`config.mk`:
```
export PLATFORM = sky130hd
export DESIGN_NAME = imm_gen_stage
export DESIGN_NICKNAME = d
export VERILOG_FILES = /design/src/rtl/imm_gen_stage_pkg.sv /design/src/rtl/imm_gen_stage_decode.sv /design/src/rtl/imm_gen_stage.sv
export SDC_FILE = /design/constraint.sdc
export NUM_CORES = 1
export LEC_CHECK = 0
export CORE_MARGIN = 5
export CORE_UTILIZATION = 51
export CTS_CLUSTER_DIAMETER = 50
export DETAILED_ROUTE_END_ITERATION = 10
export HOLD_SLACK_MARGIN = 0.03
export PLACE_DENSITY_LB_ADDON = 0.08
export REMOVE_ABC_BUFFERS = 1
export SLEW_MARGIN = 20
export SYNTH_ARGS = -nofsm -noshare
export SYNTH_HDL_FRONTEND = slang
export SYNTH_SLANG_ARGS = --single-unit
```
`constraint.sdc`:
```
create_clock -name clk -period 2.4 [get_ports clk]
set_input_delay 0.72 -clock clk [delete_from_list [all_inputs] [get_ports clk]]
set_output_delay 0.72 -clock clk [all_outputs]
set_load 0.005 [all_outputs]
```
`src/rtl/imm_gen_stage_pkg.sv`:
```
// Shared definitions for the immediate-generation stage and its decoder.
// Immediate format encodings, the default XLEN and the handshake states.
package imm_gen_stage_pkg;

    localparam int unsigned IMM_TYPE_W   = 3;
    localparam int unsigned XLEN_DEFAULT = 32;

    typedef enum logic [IMM_TYPE_W-1:0] {
        IMM_I = 3'd0,
        IMM_S = 3'd1,
        IMM_B = 3'd2,
        IMM_U = 3'd3,
        IMM_J = 3'd4,
        IMM_Z = 3'd5
    } imm_type_e;

    // Encoded as {out_valid, skid_valid}
    typedef enum logic [1:0] {
        ST_EMPTY = 2'b00,
        ST_FULL1 = 2'b10,
        ST_FULL2 = 2'b11
    } stage_state_e;

endpackage

```
`src/rtl/imm_gen_stage_decode.sv`:
```
// Combinational RV immediate decoder: instruction word + format -> XLEN immediate.
// Shared with the IDU; reserved formats yield zero and flag illegal.
module imm_decode
    import imm_gen_stage_pkg::*;
#(
    parameter int unsigned XLEN = XLEN_DEFAULT
) (
    input  logic [31:0]           inst_i,
    input  logic [IMM_TYPE_W-1:0] imm_type_i,
    output logic [XLEN-1:0]       imm_o,
    output logic                  illegal_o
);

    logic        s;
    logic [31:0] imm32;
    logic [6:0]  unused_opcode;

    assign s             = inst_i[31];
    assign unused_opcode = inst_i[6:0];

    always_comb begin
        imm32     = '0;
        illegal_o = 1'b0;
        case (imm_type_e'(imm_type_i))
            IMM_I:   imm32 = {{20{s}}, inst_i[31:20]};
            IMM_S:   imm32 = {{20{s}}, inst_i[31:25], inst_i[11:7]};
            IMM_B:   imm32 = {{19{s}}, inst_i[31], inst_i[7], inst_i[30:25], inst_i[11:8], 1'b0};
            IMM_U:   imm32 = {inst_i[31:12], 12'b0};
            IMM_J:   imm32 = {{11{s}}, inst_i[31], inst_i[19:12], inst_i[20], inst_i[30:21], 1'b0};
            IMM_Z:   imm32 = {27'b0, inst_i[19:15]};
            default: illegal_o = 1'b1;
        endcase
        // Bit 31 already carries the right fill (zero for Z), so one sign extension covers XLEN=64
        imm_o = XLEN'($signed(imm32));
    end

endmodule

```
`src/rtl/imm_gen_stage.sv`:
```
// Registered valid/ready immediate-generation stage between IFU and IDU/EXU.
// SKID=1 adds a second entry so in_ready depends only on registered state.
module imm_gen_stage
    import imm_gen_stage_pkg::*;
#(
    parameter int unsigned XLEN  = XLEN_DEFAULT,
    parameter int unsigned TAG_W = 32,
    parameter bit          SKID  = 1'b1
) (
    input  logic                  clk,
    input  logic                  rst_n,
    input  logic                  in_valid,
    output logic                  in_ready,
    input  logic [31:0]           in_inst,
    input  logic [IMM_TYPE_W-1:0] in_imm_type,
    input  logic [TAG_W-1:0]      in_tag,
    output logic                  out_valid,
    input  logic                  out_ready,
    output logic [XLEN-1:0]       out_imm,
    output logic [TAG_W-1:0]      out_tag,
    output logic                  out_illegal
);

    stage_state_e     state_q, state_d;
    logic             skid_valid;
    logic             accept;
    logic             load_out, load_from_skid, load_skid;

    logic [XLEN-1:0]  dec_imm;
    logic             dec_ill;

    logic [XLEN-1:0]  out_imm_q, out_imm_d, skid_imm_q, skid_imm_d;
    logic [TAG_W-1:0] out_tag_q, out_tag_d, skid_tag_q, skid_tag_d;
    logic             out_ill_q, out_ill_d, skid_ill_q, skid_ill_d;

    imm_decode #(.XLEN(XLEN)) u_dec (
        .inst_i     (in_inst),
        .imm_type_i (in_imm_type),
        .imm_o      (dec_imm),
        .illegal_o  (dec_ill)
    );

    always_ff @(posedge clk) begin
        if (!rst_n) state_q <= ST_EMPTY;
        else        state_q <= state_d;
    end

    always_comb begin
        state_d = state_q;
        case (state_q)
            ST_EMPTY: if (accept) state_d = ST_FULL1;
            ST_FULL1: begin
                if (out_ready && !accept)      state_d = ST_EMPTY;
                else if (!out_ready && accept) state_d = ST_FULL2;
            end
            ST_FULL2: if (out_ready) state_d = ST_FULL1;
            default:  state_d = ST_EMPTY;
        endcase
    end

    always_comb begin
        out_valid      = (state_q == ST_FULL1) || (state_q == ST_FULL2);
        skid_valid     = (state_q == ST_FULL2);
        in_ready       = SKID ? !skid_valid : (!out_valid || out_ready);
        accept         = in_valid && in_ready;
        load_from_skid = skid_valid && out_ready;
        load_out       = accept && (!out_valid || out_ready);
        load_skid      = accept && out_valid && !out_ready;
    end

    // Skid contents take priority; FULL2 never accepts, so the two loads never collide
    always_comb begin
        out_imm_d  = out_imm_q;
        out_tag_d  = out_tag_q;
        out_ill_d  = out_ill_q;
        skid_imm_d = skid_imm_q;
        skid_tag_d = skid_tag_q;
        skid_ill_d = skid_ill_q;
        if (load_from_skid) begin
            out_imm_d = skid_imm_q;
            out_tag_d = skid_tag_q;
            out_ill_d = skid_ill_q;
        end else if (load_out) begin
            out_imm_d = dec_imm;
            out_tag_d = in_tag;
            out_ill_d = dec_ill;
        end
        if (load_skid) begin
            skid_imm_d = dec_imm;
            skid_tag_d = in_tag;
            skid_ill_d = dec_ill;
        end
    end

    always_ff @(posedge clk) begin
        if (!rst_n) begin
            out_imm_q  <= '0;
            out_tag_q  <= '0;
            out_ill_q  <= 1'b0;
            skid_imm_q <= '0;
            skid_tag_q <= '0;
            skid_ill_q <= 1'b0;
        end else begin
            out_imm_q  <= out_imm_d;
            out_tag_q  <= out_tag_d;
            out_ill_q  <= out_ill_d;
            skid_imm_q <= skid_imm_d;
            skid_tag_q <= skid_tag_d;
            skid_ill_q <= skid_ill_d;
        end
    end

    assign out_imm     = out_imm_q;
    assign out_tag     = out_tag_q;
    assign out_illegal = out_ill_q;

endmodule

```
After elaboration in Yosys (flattened, before gate mapping) --
Index checks and enable logic that the tools add are counted. W data, S select, Z words.
Storage, ports and cells: bits in registers 132, word-level logic and storage cells 48, bits of input ports 71, output and inout bits 67
Cells by class: mux-type cells 13, equality and inequality tests 10, reductions and logical operators 18
Operator list (number):
- $pmux W32 S6 | 1
- $mux W32 | 4
- $mux W2 | 4
- $logic_and A1 B1 Y1 | 7
- $eq A3 B2 Y1 const B | 2
- $eq A3 B3 Y1 const B | 2
- $pmux W2 S3 | 1
- $reduce_or A6 Y1 | 1
- $eq A2 B2 Y1 const B | 2
- $logic_not A1 Y1 | 4
- $ne A2 B2 Y1 const B | 2
- $eq A3 B1 Y1 const B | 1
- $logic_not A3 Y1 | 1
- $mux W1 | 3
- $ne A3 B3 Y1 const B | 1
- $reduce_and A3 Y1 | 1
- $logic_not A2 Y1 | 1
- $logic_or A1 B1 Y1 | 2
- $reduce_bool A2 Y1 | 1

Logic depth before layout (Yosys ltp) --
Gate-level depths: netlist of run 1.
word-level depth 7, depth in mapped cells 10, mapped depth without buffers 8

Modules after synthesis --
From an unflattened synthesis of run 1, not the netlist that was laid out.
Second synthesis, totals: cell total of the unflattened synthesis 771, area total of the unflattened synthesis 6404.9 um^2
By module, submodules not included:
- imm_gen_stage | seq. area each 2642.5 um^2, instances 1, cells each 690, area an instance 5866.9 um^2
- imm_decode | seq. area each 0.0 um^2, instances 1, cells each 81, area an instance 538.0 um^2

Worst setup path after synthesis of run 1 --
No wires, ideal clock.
kind input-to-reg, start in in_valid, end reg state_q[0], setup time 72 ps, setup slack 122 ps, arrival 2206 ps, path buffers 2, required time 2328 ps, stages on the path 8, path through nor2b_1 buf_2 clkbuf_1 inv_1 ha_1 nand2b_1 or3b_2 mux2i_1
On the way: word-level cells in the longest chain between the ends 5, elaborated cells on any way between the ends 9, those cells by class 2 x eq/ne; 2 x mux; 5 x reduce/logical
RTL lines:
- start: declaration | line imm_gen_stage.sv:12 | input logic in_valid,
- $logic_and A1 B1 Y1 (*) | line imm_gen_stage.sv:65 | accept = in_valid && in_ready;
- $logic_not A1 Y1 | line imm_gen_stage.sv:53 | if (out_ready && !accept) state_d = ST_EMPTY;
- $logic_and A1 B1 Y1 | line imm_gen_stage.sv:53
- $ne A3 B3 Y1 (no source line) or $mux W2 (tied branches)
- $reduce_and A3 Y1 (no source line) or $pmux W2 S3 (tied branches)
- end signal: assignment | line imm_gen_stage.sv:45 | else state_q <= state_d;
- end: declaration | line imm_gen_stage.sv:24 | stage_state_e state_q, state_d;
Mark *: on every way between the ends. The rest lies on a longest branch, timed or not. A chain may end at the register's enable or synchronous reset.

Worst setup path after layout of run 1 --
start reg state_q[1], end out in_ready
On the way: word-level cells in the longest chain between the ends 2
RTL lines:
- $eq A2 B2 Y1 | line imm_gen_stage.sv:63 | skid_valid = (state_q == ST_FULL2);
- $logic_not A1 Y1 | line imm_gen_stage.sv:64 | in_ready = SKID ? !skid_valid : (!out_valid || out_ready);
- end: declaration | line imm_gen_stage.sv:13 | output logic in_ready,
Every way passes these cells.

==> results of run 1 <==
==> cells by family (layout without fill, tap and decap cells) <==
group,count (synthesis),in the layout
AO/OA/AOI/OAI,274,274
AND/OR/NAND/NOR,240,240
flip-flops,132,132
buffers and inverters,100,225
multiplexers,7,7
adder cells (fa/ha/maj),6,6
==> power by group <==
group | switching (mW) | total [mW] | internal [mW]
Sequential | 0.195 | 2.71 | 2.51
Clock | 0.870 | 2.43 | 1.56
Combinational | 0.913 | 1.89 | 0.974
Total | 1.98 | 7.03 | 5.05
==> critical path: stages (launching register included) <==
cell             delay [ns]
dfxtp_2                0.35
ha_4                   0.21
inv_1                  0.09
clkdlybuf4s50_1        0.51
==> sequential cells by signal, indices dropped and copies added, names as in the netlist <==
signal       count
out_tag         32
out_illegal      1
out_imm         32
state_q          2
skid_tag_q      32
skid_imm_q      32
skid_ill_q       1
==> metal layers <==
metal	track usage, %	vias up	routed length, µm
met5	0	-	0
met4	9.31	0	309
met3	6.50	36	884
met2	41.0	183	8660
met1	29.0	2829	7390
li1	-	2882	-
==> layout by cell type, fill, tap and decap left out, types with 20 or more instances in the layout <==
master,n
nand2_1,146
o21ai_0,73
nand3_1,47
inv_1,26
buf_4,29
a21oi_1,71
nor2_1,21
a21boi_0,37
o221ai_1,20
dfxtp_1,130
o211a_1,33
clkdlybuf4s50_1,128
==> cell type report <==
| type | count | area (µm²) | share of cell area (%) |
|---|---|---|---|
| multi-input combinational | 527 | 3060 | 37.1 |
| sequential | 132 | 2650 | 32.1 |
| timing repair buffer | 169 | 1720 | 20.8 |
| clock buffer | 24 | 472 | 5.71 |
| tap | 147 | 184 | 2.23 |
| inverter | 27 | 101 | 1.23 |
| clock inverter | 5 | 77.6 | 0.939 |
==> how the worst max path moves through the flow <==
stage | startpoint | to | slack [ns] | cells past startpoint
floorplan | state_q[0] | skid_imm_q[27] | -1.39 | 5
global placement | in_imm_type[2] | out_imm[0] | -0.11 | 7
detailed placement | in_valid | skid_imm_q[27] | -0.11 | 7
CTS | state_q[0] | out_valid | 0.04 | 5
global route | state_q[1] | in_ready | 0.05 | 3
finish | state_q[1] | in_ready | 0.12 | 3
==> metrics by stage <==
stage	worst slack, ns	hold WS, ns	area, µm²	utilization, %	cells
finish	0.116	0.451	8260	69.6	1031
global route	0.0491	0.483	8260	69.6	1031
CTS	0.0432	0.454	8260	69.6	1031
detailed placement	-0.105	0.447	7670	64.6	1001
global placement	-0.106	0.440	7670	64.6	1001
floorplan	-1.39	0.435	5760	-	686
==> repair_timing <==
item / in CTS / in global routing
resized for setup: 9 / 1
endpoints found under the setup margin: 2 / 1
setup buffers: 1 / 0
pin swaps: 1 / 0
==> impl_results.md, run 1 <==
* Hold path start: skid_tag_q[29]
* Hold Path End: skid_tag_q[29]
* Max Clock Skew at 0.00714 ns
* Final WL at 17200 µm
* DRC violations left at 0
* Post-Syn Area at 6120 µm²
* Area delta synth->final at 35.1%
* Die height at 120 µm
* Port bufs at 130
* Synthesized flop and latch total at 132
* Top cells by count, synth: nand2_1, dfxtp_1, o21ai_0, a21oi_1, nand3_1
* Rel. slew slack at 67.4%
* Largest family of logic cells by synthesized area: compound AO/OA/AOI/OAI gates
* PwrDens at 851 nW/µm²
* Number of max-cap violations at 0
* Fin. max-slew vios at 0
* DRT antenna net count at 0
* RSZ-0062 raised after global routing: no
* Power Total at 7.03 mW
* Antenna cells at 0
* DR vias/cell at 5.75
* I/O pin count at 138
* CTS Hold Bufs at 0
* CTS Buffer Depth at 2
* Die W at 120 µm
* Main synth FF type: dfxtp_1
* Synth Area in XOR/XNOR at 0%
* VDD IR max at 0.635 mV
* Crit path time final at 2.28 ns
* DR pass1 iterations at 5
* Antenna violations before repair at 0
* DR iter-0 viols at 429
* Crit share post-route at 95.2%
* Nets at 950
* Total CTS buffers at 17
* Crit. End Element: output port
* CORE AREA at 11900 µm²
* Max Clk Rate at 438 MHz
* CTS tree: built
* Avg Cell Area, Syn at 8.06 µm²
* Filler cell count at 939
* Share of layout cells above drive strength 1 at 9.73%
* H-tree Lvls at 4
* Post-synthesis simple-gate area fraction at 17.3%
* Register clock-pin slew on the reported worst setup and hold paths at 0.05 ns
* Synth Area in Adders at 1.19%
* CP startpoint kind: register
* Most frequent cell after synthesis: nand2_1
* Initial Util at 51.6%
* Number of global-route vias before repair at 5768
* Largest net degree at the start of global routing at 52
* Setup tns final at 0 ns
* CP Data Required Time at 1.68 ns
* Worst Reg-to-Reg Cells at 7
* DR WL/cell at 16.7 µm
* Rows at 40
* Outcome: finished, final reports clean
* Worst min path class: register to register
* RR Endpoint: out_imm[20]
* Overall overflow remaining after global route at 0
* Worst skew pair latency at 0.41 ns
* Final count of negative-setup-slack endpoints at 0
* Clock sinks at 132
* Critical Path AT at 1.56 ns
* Cells after Synth at 759
* Critical Setup Path Class: register to output port
* Mux contribution to synthesized area at 1.31%
* Part of the Yosys area used for sequential elements at 43.2%
* Most area-consuming cells after synthesis: dfxtp_1, nand2_1, o21ai_0
* Async SR Flop Fraction at 0%
* FF-to-FF Start: state_q[1]
* Worst R2R Setup Slack at 0.46 ns
* Via count at 5930
* Final hold vios at 0
* Synth warn at 0
* Die area at 14300 µm²
* Hold Crit Depth at 2
* Global-route wire length before repair at 28100 µm
* Total GRT Usage at 24.1%
* Leak at 3.32 nW
* Synth Area in Compound Gates at 29.6%
* Number of synthesized flops with an enable pin at 0
* Synth cell types at 46
* Least-Margin Pin Slew at 0.489 ns
* Peak fanout along the critical path at 7
* Root Driver: clkbuf_16
* Synth top area share at 43.2%
* Hpwl dp at 11500 µm
* RePlAce Congestion at 0.885
* Area leader, netlist: dfxtp_1
No activity file was read; power rests on OpenSTA's default activity.
==> run 2, diff against run 1 <==
Settings changed: TNS_END_PERCENT from default to 100.
==> results of run 2 <==
Final layout, timing and power as in run 1 (identical DEF).
==> run 3, diff against run 2 <==
Settings changed: CORE_UTILIZATION 51 to 40, CTS_CLUSTER_DIAMETER 50 to 200.
==> run 3 against run 2 <==
Against the previous run:
- register-to-register slack gained 0.03 ns
- final cell count grew 4.8%
- setup slack got worse by 0.045 ns
- maximum frequency decreased by 1.9%
- global-route usage down 3.8 points
- cell area grew 1.8%
- clock power is 11% higher
- sequential power about the same
- combinational power about the same
- critical path type unchanged
- critical endpoint is now out_valid
- largest cell class unchanged
- highest routed layer unchanged
==> impl_results.md, run 3 (synthesized netlist as in run 1, its figures left out) <==
* Nets at 956 (+0.63%)
* Global-route wire length before repair at 29500 µm (+5.3%)
* Crit path time final at 2.33 ns (+0.0446 ns)
* DR pass1 iterations at 5 (unchanged)
* DR vias/cell at 5.49 (-4.6%)
* Non-filler cells, final at 1080 (+4.8%)
* Rows at 45 (+13%)
* CTS Buffer Depth at 2 (unchanged)
* Hold path start: skid_tag_q[28]
* GR peak layer: met2
* Rel. slew slack at 57.0% (-10 points)
* Placed Cells at 1048 (+4.7%)
* Max Clock Skew at 0.00877 ns (+0.00163 ns)
* Share of layout cells above drive strength 1 at 11.1% (+1.4 points)
* DR WL/cell at 16.6 µm (-0.57%)
* DRC violations left at 0 (unchanged)
* CP startpoint kind: register
* VDD IR max at 0.461 mV (-27%)
* Worst R2R Setup Slack at 0.49 ns (+0.03 ns)
* Outcome: finished, final reports clean
* Worst skew pair latency at 0.41 ns (about the same)
* Initial Util at 40.5% (-11 points)
* CP Data Required Time at 1.68 ns (about the same)
* Max Clk Rate at 429 MHz (-1.9%)
* Hpwl dp at 12200 µm (+6.1%)
* CTS tree: built
* RSZ-0062 raised after global routing: no
* Final hold vios at 0 (unchanged)
* CP Cell Sequence: inv_2, ha_4, nor2_4, inv_1, clkdlybuf4s50_1
* Worst Reg-to-Reg Cells at 7 (unchanged)
* Number of max-cap violations at 0 (unchanged)
* Most common cell after layout, fill and taps aside: nand2_1
* Critical Setup Path Class: register to output port
* Most frequent cells in the layout: nand2_1, dfxtp_1, clkdlybuf4s50_1
* Largest net degree at the start of global routing at 68 (+31%)
* Overall overflow remaining after global route at 0 (unchanged)
* Worst min path class: register to register
* Port bufs at 130 (unchanged)
* Die area at 17900 µm² (+25%)
* Crit share post-route at 97.0% (+1.9 points)
* Crit. End Element: output port
* Root Driver: clkbuf_16
* Die W at 134 µm (+12%)
* RR Endpoint: out_imm[26]
* Fin. max-slew vios at 0 (unchanged)
* CTS Hold Bufs at 0 (unchanged)
* PwrDens at 869 nW/µm² (+2.1%)
* I/O pin count at 138 (unchanged)
* Peak fanout along the critical path at 5 (-2)
* Filler cell count at 1355 (+44%)
* Final Cell Area at 8410 µm² (+1.8%)
* Met2 usage at 34.6% (-6.4 points)
* CP max stage cell: clkdlybuf4s50_1
* Placed Area at 7750 µm² (+1.1%)
* Hold Crit Depth at 2 (unchanged)
* Antenna violations before repair at 0 (unchanged)
* Critical Path AT at 1.61 ns (+0.05 ns)
* Die height at 134 µm (+12%)
* CORE AREA at 15100 µm² (+27%)
* Hold Path End: skid_tag_q[28]
* Final count of negative-setup-slack endpoints at 0 (unchanged)
* DR iter-0 viols at 366 (-15%)
* Area delta synth->final at 37.5%
* Largest stage delay on the critical path at 0.49 ns (-0.02 ns)
* DRT antenna net count at 0 (unchanged)
* Via count at 5929 (-0.017%)
* Leak at 3.37 nW (+1.4%)
* RePlAce Congestion at 0.844 (-4.7%)
* GR Util met1 at 25.3% (-3.6 points)
* Least-Margin Pin Slew at 0.643 ns (+0.154 ns)
* Register clock-pin slew on the reported worst setup and hold paths at 0.05 ns (about the same)
* Final WL at 18000 µm (+4.2%)
* Number of global-route vias before repair at 5873 (+1.8%)
* Total GRT Usage at 20.2% (-3.8 points)
* Total CTS buffers at 17 (unchanged)
* Clock sinks at 132 (unchanged)
* FF-to-FF Start: state_q[1]
* Antenna cells at 0 (unchanged)
* Post-layout util at 55.7% (-14 points)
* H-tree Lvls at 4 (unchanged)
* Grt met3 use at 4.42% (-2.1 points)
run 3: changes by cell type in the layout (fill, tap and decap cells not counted), moves of 2 or more:
cell,previous run,this run
buf_4,29,37
clkbuf_1,5,0
clkinv_4,0,2
inv_6,0,2
run 3: repair_timing:
item	in CTS	in global routing
pin swaps	1	1
setup buffers	1	0
resized for setup	9	0
endpoints found under the setup margin	2	1
run 3: per-layer routing:
metal  share of wire, %  vias up
met3                5.2       20
li1                   -     2902
met2                 49      181
met4                1.4        0
met5                  0        -
met1                 45     2826
run 3: through the flow:
| stage | hold WS (ns) | power [mW] | TNS (ns) | setup slack, ns |
|---|---|---|---|---|
| 3_5_place_dp | 0.449 | 4.61 | -2.78 | -0.153 |
| 2_1_floorplan | 0.435 | 3.54 | -153.81 | -1.39 |
| 3_3_place_gp | 0.441 | 4.54 | -1.20 | -0.0821 |
| 6_report | 0.461 | 7.31 | 0 | 0.0716 |
| 5_1_grt | 0.473 | 7.69 | 0 | 0.0187 |
| 4_1_cts | 0.457 | 7.38 | 0 | 0.0239 |
run 3: how the worst max path moves through the flow:
stage	from	to	slack, ns	cells past startpoint
global placement	in_imm_type[2]	out_imm[12]	-0.08	7
global route	state_q[0]	out_valid	0.02	5
finish	state_q[0]	out_valid	0.07	5
detailed placement	in_imm_type[2]	out_imm[12]	-0.15	7
floorplan	state_q[0]	skid_imm_q[27]	-1.39	5
CTS	state_q[0]	out_valid	0.02	5
run 3: area by class of cell:
type,count,area (µm²),area share [%]
Clock buffer,20,467,5.55
Timing Repair Buffer,175,1750,20.8
Tap cell,188,235,2.80
Inverter,27,101,1.20
Sequential cell,132,2650,31.5
Multi-Input combinational cell,527,3060,36.4
Clock inverter,11,150,1.78
run 3: worst max-delay path: cells and delay by family (launching register included):
kind | cells | cell delay [ns]
fa+ha+maj | 1 | 0.18
simple gates | 1 | 0.05
buf+inv | 3 | 0.62
flops | 1 | 0.36
run 3: power by group:
part / switching (mW) / leakage [nW] / internal [mW]
clock: 0.984 / 0.299 / 1.72
sequential: 0.195 / 1.08 / 2.51
combinational: 0.911 / 1.99 / 0.991
